### config.mk
export PLATFORM = sky130hd
export DESIGN_NAME = fifo_flat
export DESIGN_NICKNAME = d
export VERILOG_FILES = /design/src/rtl/fifo_pkg.sv /design/src/rtl/fifo_if.sv /design/src/rtl/fifo.sv /design/src/flat_wrapper.sv
export SDC_FILE = /design/constraint.sdc
export NUM_CORES = 1
export LEC_CHECK = 0
export CAP_MARGIN = 20
export CORE_ASPECT_RATIO = 1.25
export CORE_UTILIZATION = 54
export DETAILED_ROUTE_END_ITERATION = 12
export GPL_TIMING_DRIVEN = 0
export PLACE_DENSITY = 0.76
export SLEW_MARGIN = 15
export SYNTH_ARGS = -nofsm -noshare
export SYNTH_HDL_FRONTEND = slang
export SYNTH_SLANG_ARGS = --single-unit
### constraint.sdc
create_clock -name pclk -period 2.2 [get_ports pclk]
set_input_delay 0.22 -clock pclk [delete_from_list [all_inputs] [get_ports pclk]]
set_output_delay 0.22 -clock pclk [all_outputs]
set_load 0.05 [all_outputs]
### src/rtl/fifo_pkg.sv
// Shared defaults for the SSP transmit/receive word queue.
package fifo_pkg;
    localparam int FIFO_WIDTH = 8;
    localparam int FIFO_DEPTH = 4;
endpackage

### src/rtl/fifo_if.sv
// Single-port queue bus: op enable/select and push data in, pop data and flags out.
interface fifo_if
    import fifo_pkg::*;
#(
    parameter int WIDTH = FIFO_WIDTH
) ();
    logic             en;
    logic             rw;      // 0 = pop, 1 = push
    logic [WIDTH-1:0] wordIn;
    logic [WIDTH-1:0] wordOut;
    logic             intr;    // full
    logic             nempty;  // at least one word held

    modport master (output en, rw, wordIn, input wordOut, intr, nempty);
    modport slave  (input en, rw, wordIn, output wordOut, intr, nempty);
endinterface

### src/rtl/fifo.sv
// DEPTH x WIDTH word queue with one read-or-write operation per enabled cycle.
// DEPTH must be a power of two (>= 2) so the pointers wrap by overflow.
module fifo
    import fifo_pkg::*;
#(
    parameter int WIDTH = FIFO_WIDTH,
    parameter int DEPTH = FIFO_DEPTH
) (
    input logic   pclk,
    input logic   clear,
    fifo_if.slave bus
);
    localparam int AW = $clog2(DEPTH);
    localparam logic [AW:0] CNT_FULL = (AW+1)'(DEPTH);

    logic [WIDTH-1:0] mem [DEPTH];
    logic [AW-1:0]    rd_ptr, wr_ptr;
    logic [AW:0]      count;
    logic [WIDTH-1:0] word_q;
    logic             full, empty, do_wr, do_rd;

    assign full   = (count == CNT_FULL);
    assign empty  = (count == '0);
    // Writes to a full queue and reads from an empty one are silently dropped.
    assign do_wr  = bus.en &  bus.rw & ~full;
    assign do_rd  = bus.en & ~bus.rw & ~empty;

    assign bus.wordOut = word_q;
    assign bus.intr    = full;
    assign bus.nempty  = ~empty;

    // Storage array; no reset, stale entries are never visible because count gates reads.
    always_ff @(posedge pclk) begin
        if (do_wr) mem[wr_ptr] <= bus.wordIn;
    end

    // Pointers, occupancy and the registered pop data; clear empties the queue at once.
    always_ff @(posedge pclk or posedge clear) begin
        if (clear) begin
            rd_ptr <= '0;
            wr_ptr <= '0;
            count  <= '0;
            word_q <= '0;
        end else begin
            if (do_wr) begin
                wr_ptr <= wr_ptr + 1'b1;
                count  <= count + 1'b1;
            end
            if (do_rd) begin
                word_q <= mem[rd_ptr];
                rd_ptr <= rd_ptr + 1'b1;
                count  <= count - 1'b1;
            end
        end
    end
endmodule

### src/flat_wrapper.sv
// flat-port wrapper written by rule: the top's interface ports become plain ports
module fifo_flat import fifo_pkg::*;
#(
    parameter int WIDTH = FIFO_WIDTH,
    parameter int DEPTH = FIFO_DEPTH
)
  (pclk, clear, bus_en, bus_rw, bus_wordIn, bus_wordOut, bus_intr, bus_nempty);
  fifo_if #(.WIDTH(WIDTH)) bus_i ();
  input logic pclk;
  input logic clear;
  input wire logic [$bits(bus_i.en)-1:0] bus_en;
  input wire logic [$bits(bus_i.rw)-1:0] bus_rw;
  input wire logic [$bits(bus_i.wordIn)-1:0] bus_wordIn;
  output wire logic [$bits(bus_i.wordOut)-1:0] bus_wordOut;
  output wire logic [$bits(bus_i.intr)-1:0] bus_intr;
  output wire logic [$bits(bus_i.nempty)-1:0] bus_nempty;
  assign bus_i.en = bus_en;
  assign bus_i.rw = bus_rw;
  assign bus_i.wordIn = bus_wordIn;
  assign bus_wordOut = bus_i.wordOut;
  assign bus_intr = bus_i.intr;
  assign bus_nempty = bus_i.nempty;
  fifo #(.WIDTH(WIDTH), .DEPTH(DEPTH)) u_core (.pclk(pclk), .clear(clear), .bus(bus_i));
endmodule
# Yosys cells after proc, flatten, opt, wreduce, memory -nomap -nowiden
# Memory sizes are Yosys's and may differ from the RTL's. A register that Yosys moved wholly into a read port is not among the register bits.
# Index checks and enable logic that the tools add are counted.
totals:
  in_bits: 12
  mem_count: 1
  ramBits: 32
  word_cells: 22
  output_inout_bits: 10
  regBits: 7
classes:
  n_mux: 4
  reduce_logical: 2
  eq_ne: 1
  bitwise_logic: 7
  n_addsub: 4
mem_list:
  columns: ["name", "depth", "width", "read_ports", "rd_ports_with_merged_regs", "wr", "line", "source"]
  rows:
  - ["u_core.mem", 4, 8, 1, 1, 1, "fifo.sv:16", "logic [WIDTH-1:0] mem [DEPTH];"]
op_table:
  columns: ["operator", "n"]
  rows:
  - ["$mux W3", 2]
  - ["$add A2 B1 Y2 const B", 2]
  - ["$and A1 B1 Y1", 4]
  - ["$add A3 B1 Y3 const B", 1]
  - ["$eq A3 B3 Y1 const B", 1]
  - ["$logic_not A3 Y1", 1]
  - ["$not A1 Y1", 3]
  - ["$sub A3 B1 Y3 const B", 1]
  - ["$mux W1", 2]
  - ["$reduce_bool A2 Y1", 1]

# Depth between registers and ports, before layout
# Gate-level depths: netlist of the first run.
depth:
  ltp_word: 5
  depth_mapped: 9
  mapped_depth_nobuf: 7

# Least setup slack after synthesis of the first run
# OpenSTA, ideal clock, no wires.
synth_timing:
  path_type: "register to register"
  start: "register u_core.count[0]"
  end: "memory u_core.mem[0][0] in the netlist's numbering (enable)"
  arrival_ns: 2.331
  period_less_slack_ns: 2.608
  path_slack_ns: -0.408
  stages_incl_launch_ff: 4
  setup_ns: 0.277
  path_cell_list: "dfrtp_1 -> nor3b_1 -> nor2_1 -> and2_1"
synth_between:
  elab_chain_len: 5
synth_lines:
  columns: ["item", "line", "source"]
  rows:
  - ["from (decl)", "fifo.sv:18", "logic [AW:0] count;"]
  - ["from (signal assigned)", "fifo.sv:47", "count <= count + 1'b1;"]
  - ["from (signal assigned)", "fifo.sv:52", "count <= count - 1'b1;"]
  - ["$eq A3 B3 Y1", "fifo.sv:22", "assign full = (count == CNT_FULL);"]
  - ["via bus_intr", "flat_wrapper.sv:15", "output wire logic [$bits(bus_i.intr)-1:0] bus_intr;"]
  - ["$not A1 Y1", "fifo.sv:25", "assign do_wr = bus.en & bus.rw & ~full;"]
  - ["$and A1 B1 Y1", "fifo.sv:25", null]
  - ["$mux W1", "fifo.sv:34", "if (do_wr) mem[wr_ptr] <= bus.wordIn;"]
  - ["$mux W1 (not written as such)", "fifo.sv:34", null]
  - ["to (decl)", "fifo.sv:16", null]
# The timed path passes the listed nets, and every way through them passes these cells.

# Worst setup path after layout of the first run
layout_timing:
  start: "register u_core.count[0]"
  end: "output port bus_nempty"
layout_between:
  elab_chain_len: 2
layout_lines:
  columns: ["item", "line", "source"]
  rows:
  - ["$logic_not A3 Y1", "fifo.sv:23", "assign empty = (count == '0);"]
  - ["$not A1 Y1", "fifo.sv:30", "assign bus.nempty = ~empty;"]
  - ["to (decl)", "flat_wrapper.sv:16", "output wire logic [$bits(bus_i.nempty)-1:0] bus_nempty;"]
# No other way between the ends.

==> results of run 1 <==
## registers in the layout (all words and copies together) (netlist names)
signal / count
u_core.count: 3
u_core.wr_ptr: 2
u_core.bus.wordOut: 8
u_core.rd_ptr: 2
u_core.mem: 32
## metal layers
metal  vias up  global-route usage
li1        432                   -
met1       473              0.2057
met2        21              0.3133
met3         6             0.06903
met4         0             0.07500
met5         -                   0
## what timing repair did
item | 4_1_cts | 5_1_grt
endpoints found under the setup margin | 0 | 3
endpoints found under the hold margin | 0 | 0
hold buffers | 0 | 0
resized for setup | 0 | 3
## path summary, 6_finish.rpt
| check | endpoint | slack (ns) | depth (start not counted) |
|---|---|---|---|
| hold reg to reg | u_core.bus.wordOut[2] | 0.52 | 1 |
| setup reg to reg | u_core.count[2] | 0.17 | 8 |
| setup / recovery | bus_nempty | 0.07 | 3 |
| max in group asynchronous | u_core.count[2] | 1.49 | 2 |
| min in group pclk | u_core.bus.wordOut[2] | 0.52 | 1 |
| hold / removal | u_core.bus.wordOut[1] | 0.29 | 2 |
## cell type report
type,instances,area share
clock buffer,6,0.03157
inverter,6,0.009799
sequential,47,0.5819
buffer,4,0.01089
tap,37,0.02014
clock inverter,2,0.01633
multi-input combinational,45,0.2379
timing repair buffer,21,0.09145
## logic make-up after synthesis
family                   count (synthesis)  share of synthesized area
flip-flops                              47                     0.6958
multiplexers                            18                     0.1655
AND/OR/NAND/NOR                         15                    0.04755
buffers and inverters                   10                    0.02475
adder cells (fa/ha/maj)                  5                    0.03648
XOR/XNOR                                 4                    0.01824
AO/OA/AOI/OAI                            3                    0.01173
## power groups by stage
stage	clock network, W	registers (W)	logic (W)
2_1_floorplan	0	0.00152	0.000650
3_3_place_gp	0	0.00127	0.00121
3_5_place_dp	0	0.00128	0.00124
4_1_cts	0.000619	0.00127	0.00124
5_1_grt	0.000655	0.00129	0.00133
6_report	0.000604	0.00127	0.00123
## stage by stage
stage / cells / instance area (um2)
2_1_floorplan: 102 / 1926
3_3_place_gp: 160 / 2182
3_5_place_dp: 160 / 2182
4_1_cts: 168 / 2292
5_1_grt: 168 / 2298
6_report: 168 / 2298
## cells in the mapped netlist
master,instances
edfxtp_1,32
dfrtp_1,15
mux4_2,8
mux2_4,7
inv_1,6
and2_1,4
ha_1,4
xnor2_1,3
buf_2,2
mux2_2,2
nand2_1,2
nor2b_1,2
or3_1,2
and2_4,1
buf_6,1
clkbuf_1,1
fa_1,1
mux2i_1,1
nand3_1,1
nand4b_1,1
nor2_1,1
nor3b_1,1
o2111ai_1,1
o21ai_0,1
o2bb2ai_1,1
xor2_1,1
==> results.rst, run 1 <==
.. list-table::
   :header-rows: 1

   * - Metric
     - Value
   * - Result of the run
     - finished, final reports clean
   * - Routed wire length per instance
     - 17.10 um
   * - Met1 Routed Length
     - 1.195 mm
   * - Clock sink count
     - 47
   * - Highest-count cells in the layout ignoring fill and taps
     - 32 x edfxtp_1, 21 x clkdlybuf4s50_1, 14 x dfrtp_1, 8 x mux4_2, 7 x mux2_4
   * - Diode count
     - 0
   * - Final period demand of the worst path
     - 2.128 ns
   * - Sequential fraction of the synthesis area
     - 0.6958
   * - Flip-flop and latch count after synthesis
     - 47
   * - Final Setup Violations
     - 0
   * - TritonCTS buffer count
     - 5
   * - Initial core utilization
     - 0.5803
   * - Syn_nets
     - 119
   * - NumNets Final
     - 147
   * - Achievable frequency
     - 469.9 MHz
   * - Post-Route Skew
     - 0.01036 ns
   * - Internal power of the cells
     - 0.002054 W
   * - Global-route wire length before repair
     - 4.740 mm
   * - Clk network pwr share
     - 0.195
   * - Hold Vio Cnt, Final
     - 0
   * - Hold Path Class
     - primary input to asynchronous set/reset pin
   * - Combinational group share of total power
     - 0.396
   * - Max IR drop VDD
     - 0.9321 mV
   * - Area of the die
     - 3800 um2
   * - Worst Setup Slack post-DPL
     - -0.2417 ns
   * - Worst path top cell family by delay
     - buffers and inverters
   * - Unique cell type count in the Yosys netlist
     - 26
   * - Setup fix buffers added after clock tree synthesis
     - 0
   * - Critical Path AT
     - 1.91 ns
   * - Yosys warning count
     - 0
   * - Number of global-route vias before repair
     - 970
   * - Total negative setup slack
     - 0 ns
   * - Most common library cell in the layout ignoring fill and taps
     - edfxtp_1
   * - Launch point of the worst path
     - u_core.count[0]
   * - Highest layer used for signal routing
     - met4
   * - Min setup slack post-route
     - 0.07194 ns
   * - Synthesized area per cell
     - 18.83 um2
   * - Met2 routed wirelength
     - 1.515 mm
   * - Number of max-cap violations
     - 0
   * - Cell type with the largest total area after synthesis
     - edfxtp_1
   * - Proportion of power drawn by flip-flops and latches
     - 0.409
   * - Crit path largest cell delay
     - 0.69 ns
   * - Nature of the critical path startpoint
     - flop
   * - Violation count after the first detailed-routing iteration
     - 32
   * - Largest fanout on the critical path
     - 5
   * - Max clock buf depth
     - 2
   * - Top area cells in the synthesized netlist
     - edfxtp_1 50%, dfrtp_1 20%, mux4_2 9.4%
   * - Gr usage total
     - 0.1811
   * - Die Height
     - 68.68 um
   * - Worst hold-check slack
     - 0.2875 ns
   * - CP Class
     - flop to primary output
   * - Overflow after GRT
     - 0
   * - Floorplan die width
     - 55.34 um
   * - First-pass detailed-route iteration total
     - 4
   * - Ratio of routed vias to standard cells
     - 5.548
   * - Core occupancy in the finished layout
     - 0.6945
   * - Standard-cell rows
     - 23
   * - Via count
     - 932
   * - Cell leakage power
     - 0.8464 nW
   * - Multi-input combinational cell area
     - 546.8 um2
   * - Core box area
     - 3309 um2
   * - Boundary pin count
     - 22
   * - Clk Latency, worst-skew pair
     - 0.29 ns
   * - RSZ-0062 raised after global routing
     - false
   * - Cell Pwr Density
     - 1348 nW/um2
   * - Root buffer cell
     - clkbuf_8
   * - Power consumption
     - 0.003098 W
   * - Highest-delay cell along the critical path
     - clkdlybuf4s50_1
   * - Number of max-slew violations in the final report
     - 0
   * - Pin count of the biggest net entering global routing
     - 16
   * - Antenna violation net count after detailed routing
     - 0
   * - Cell count after synthesis
     - 102
   * - Total half-perimeter wirelength after legalization and detailed placement
     - 1.949 mm
   * - CTS clk-pin slew, worst paths
     - 0.08 ns
   * - Net switching power
     - 0.001044 W
   * - Worst slew slack as a fraction of its limit
     - 0.5948
   * - Critical path, cell by cell
     - or3_1, buf_2, clkdlybuf4s50_1
   * - Area occupied by registers
     - 1338 um2
   * - Met3 wire length
     - 114 um
   * - Clock tree from TritonCTS
     - built
   * - Reg-to-Reg Start
     - u_core.count[2]
   * - Part of the cycle the worst path needs
     - 0.9673
   * - FILL cells
     - 220
   * - Antenna violations before repair
     - 0
   * - Critical path endpoint category
     - primary output
   * - Quantity of I/O buffers inserted on ports
     - 21
   * - WP data required
     - 1.98 ns
   * - Sw Share
     - 0.3371
   * - Worst Max-Slew Pin Slew
     - 0.6072 ns
   * - Count of buffer and inverter cells on the critical path
     - 2
   * - Portion of synthesized cell area occupied by the leading cell type
     - 0.5003
   * - Global placer's final weighted congestion
     - 0.7263
   * - Total standard cell area after synthesis
     - 1921 um2
   * - DRC viols
     - 0
   * - Share of post-route cells with drive strength above 1
     - 0.2443
   * - Total detailed-routing wirelength
     - 2.873 mm
   * - H-Tree Depth
     - 2
   * - Area growth from synthesis to layout
     - 19.67%
Power figures use the tool's default switching activity.
==> run 2: changes to the inputs <==
Clock period 2.2 ns to 2 ns, I/O delays scaled along.
==> results.rst, run 2 (synthesis results as in run 1) <==
.. list-table::
   :header-rows: 1

   * - Metric
     - Value
   * - Result of the run
     - finished, final reports clean
   * - Area of the die
     - 3800 um2
   * - Most common library cell in the layout ignoring fill and taps
     - edfxtp_1
   * - Clock tree from TritonCTS
     - built
   * - Routed wire length per instance
     - 17.68 um
   * - Standard-cell rows
     - 23
   * - Global-route wire length before repair
     - 4.809 mm
   * - Cell Pwr Density
     - 1499 nW/um2
   * - Boundary pin count
     - 22
   * - Min setup slack post-route
     - 0.07512 ns
   * - Achievable frequency
     - 519.5 MHz
   * - Area growth from synthesis to layout
     - 21.69%
   * - Floorplan die width
     - 55.34 um
   * - Most flops, register
     - u_core.mem
   * - Hold Path Class
     - primary input to asynchronous set/reset pin
   * - Share of post-route cells with drive strength above 1
     - 0.2741
   * - Number of max-slew violations in the final report
     - 0
   * - Max IR drop VDD
     - 1.173 mV
   * - WP data required
     - 2.22 ns
   * - Quantity of I/O buffers inserted on ports
     - 21
   * - Critical Path AT
     - 2.15 ns
   * - Total detailed-routing wirelength
     - 3.041 mm
   * - Register-to-register path setup slack
     - 0.08 ns
   * - Worst Setup Slack post-DPL
     - -0.4274 ns
   * - Cell count after placement
     - 160
   * - Reg-to-Reg Start
     - u_core.count[2]
   * - First-pass detailed-route iteration total
     - 4
   * - Post-layout instance count excluding filler cells
     - 172
   * - Via count
     - 957
   * - Highest-count cells in the layout ignoring fill and taps
     - 32 x edfxtp_1, 19 x clkdlybuf4s50_1, 15 x dfrtp_1, 8 x mux4_2, 7 x mux2_4
   * - Worst Max-Slew Pin Slew
     - 0.5706 ns
   * - Area of placed instances
     - 2188 um2
   * - Max clock buf depth
     - 2
   * - Root buffer cell
     - clkbuf_8
   * - Total negative setup slack
     - 0 ns
   * - CTS clk-pin slew, worst paths
     - 0.09 ns
   * - NumNets Final
     - 151
   * - Hold Vio Cnt, Final
     - 0
   * - TritonCTS buffer count
     - 5
   * - Antenna violation net count after detailed routing
     - 0
   * - Worst Reg-to-Reg Cells
     - 7
   * - Global placer's final weighted congestion
     - 0.6760
   * - Nature of the critical path startpoint
     - flop
   * - Pin count of the biggest net entering global routing
     - 16
   * - Clk Latency, worst-skew pair
     - 0.30 ns
   * - Cell leakage power
     - 0.8811 nW
   * - Largest fanout on the critical path
     - 10
   * - Number of max-cap violations
     - 0
   * - H-Tree Depth
     - 2
   * - Multi-input combinational cell area
     - 546.8 um2
   * - Part of the cycle the worst path needs
     - 0.9624
   * - Die Height
     - 68.68 um
   * - Ratio of routed vias to standard cells
     - 5.564
   * - Cell area after layout
     - 2337 um2
   * - Flip-flop count of the largest register after layout
     - 32
   * - Core box area
     - 3309 um2
   * - Power consumption
     - 0.003504 W
   * - Number of buffers added to fix hold violations after cts
     - 0
   * - Overflow after GRT
     - 0
   * - Final period demand of the worst path
     - 1.925 ns
   * - Violation count after the first detailed-routing iteration
     - 44
   * - Post-Route Skew
     - 0.006627 ns
   * - Critical path endpoint category
     - flop
   * - Area occupied by registers
     - 1336 um2
   * - RSZ-0062 raised after global routing
     - false
   * - CP Class
     - flop to flop
   * - Reg2Reg Capture Point
     - u_core.count[1]
   * - Initial core utilization
     - 0.5803
   * - FILL cells
     - 229
   * - Diode count
     - 0
   * - Antenna violations before repair
     - 0
   * - Gr usage total
     - 0.1807
   * - Clock sink count
     - 47
   * - Number of global-route vias before repair
     - 995
   * - Worst slew slack as a fraction of its limit
     - 0.6192
   * - Final Setup Violations
     - 0
   * - DRC viols
     - 0
   * - Total half-perimeter wirelength after legalization and detailed placement
     - 2.041 mm
## run 2: cell count changes in the layout (fill, tap and decap cells not counted), sizes merged
cell and delta:
dlygate4sd2 +2, buf +4, clkdlybuf4s50 -2, clkinvlp -1, clkinv +2, clkbuf -1
## run 2: routing by layer
| layer | part of all wire | up-vias | global-route usage |
|---|---|---|---|
| li1 | - | 439 | - |
| met1 | 0.40 | 479 | 0.2070 |
| met2 | 0.53 | 35 | 0.3178 |
| met3 | 0.050 | 4 | 0.05224 |
| met4 | 0.011 | 0 | 0.08750 |
| met5 | 0 | - | 0 |
## run 2: through the flow
step	hold WS (ns)	util
global placement	0.4952	0.6612
detailed placement	0.5031	0.6612
global route	0.2963	0.7062
finish	0.2503	0.7062
CTS	0.2753	0.7006
floorplan	0.1015	-
## run 2: power breakdown
group	internal (W)	switching (W)	total, W
clock	0.000372	0.000306	0.000678
sequential	0.00127	0.000111	0.00139
combinational	0.000664	0.000776	0.00144
## run 2: repair_timing
item                       in CTS  in global routing
setup buffers                   2                  2
pin swaps                       0                  2
setup endpoints to repair       3                  2
hold endpoints to repair        0                  0
gates resized for setup         4                  2
## run 2: critical path: stages (launching register included)
cell and delay (ns):
dfrtp_1 0.41, or3_1 0.39, buf_6 0.14, and2_4 0.14
buf_8 0.15, inv_2 0.06, fa_2 0.42, mux2i_1 0.15
## run 2: layout make-up
type	count	area share
Clock inverter	3	0.01874
Inverter	6	0.009636
Tap cell	37	0.01981
Clock buffer	5	0.02944
Timing Repair Buffer	25	0.1017
Buffer	4	0.01499
Sequential cell	47	0.5717
Multi-Input combinational cell	45	0.2339
## run 2: worst max path at each step
stage | start | end | slack (ns) | cells past startpoint
finish | u_core.count[2] | u_core.count[1] | 0.08 | 7
global route | u_core.count[2] | u_core.count[1] | 0.01 | 7
CTS | u_core.count[1] | u_core.count[2] | 0.007 | 8
detailed placement | bus_en | u_core.count[2] | -0.43 | 8
global placement | bus_en | u_core.count[2] | -0.37 | 8
floorplan | u_core.count[2] | u_core.count[2] | 0.03 | 8
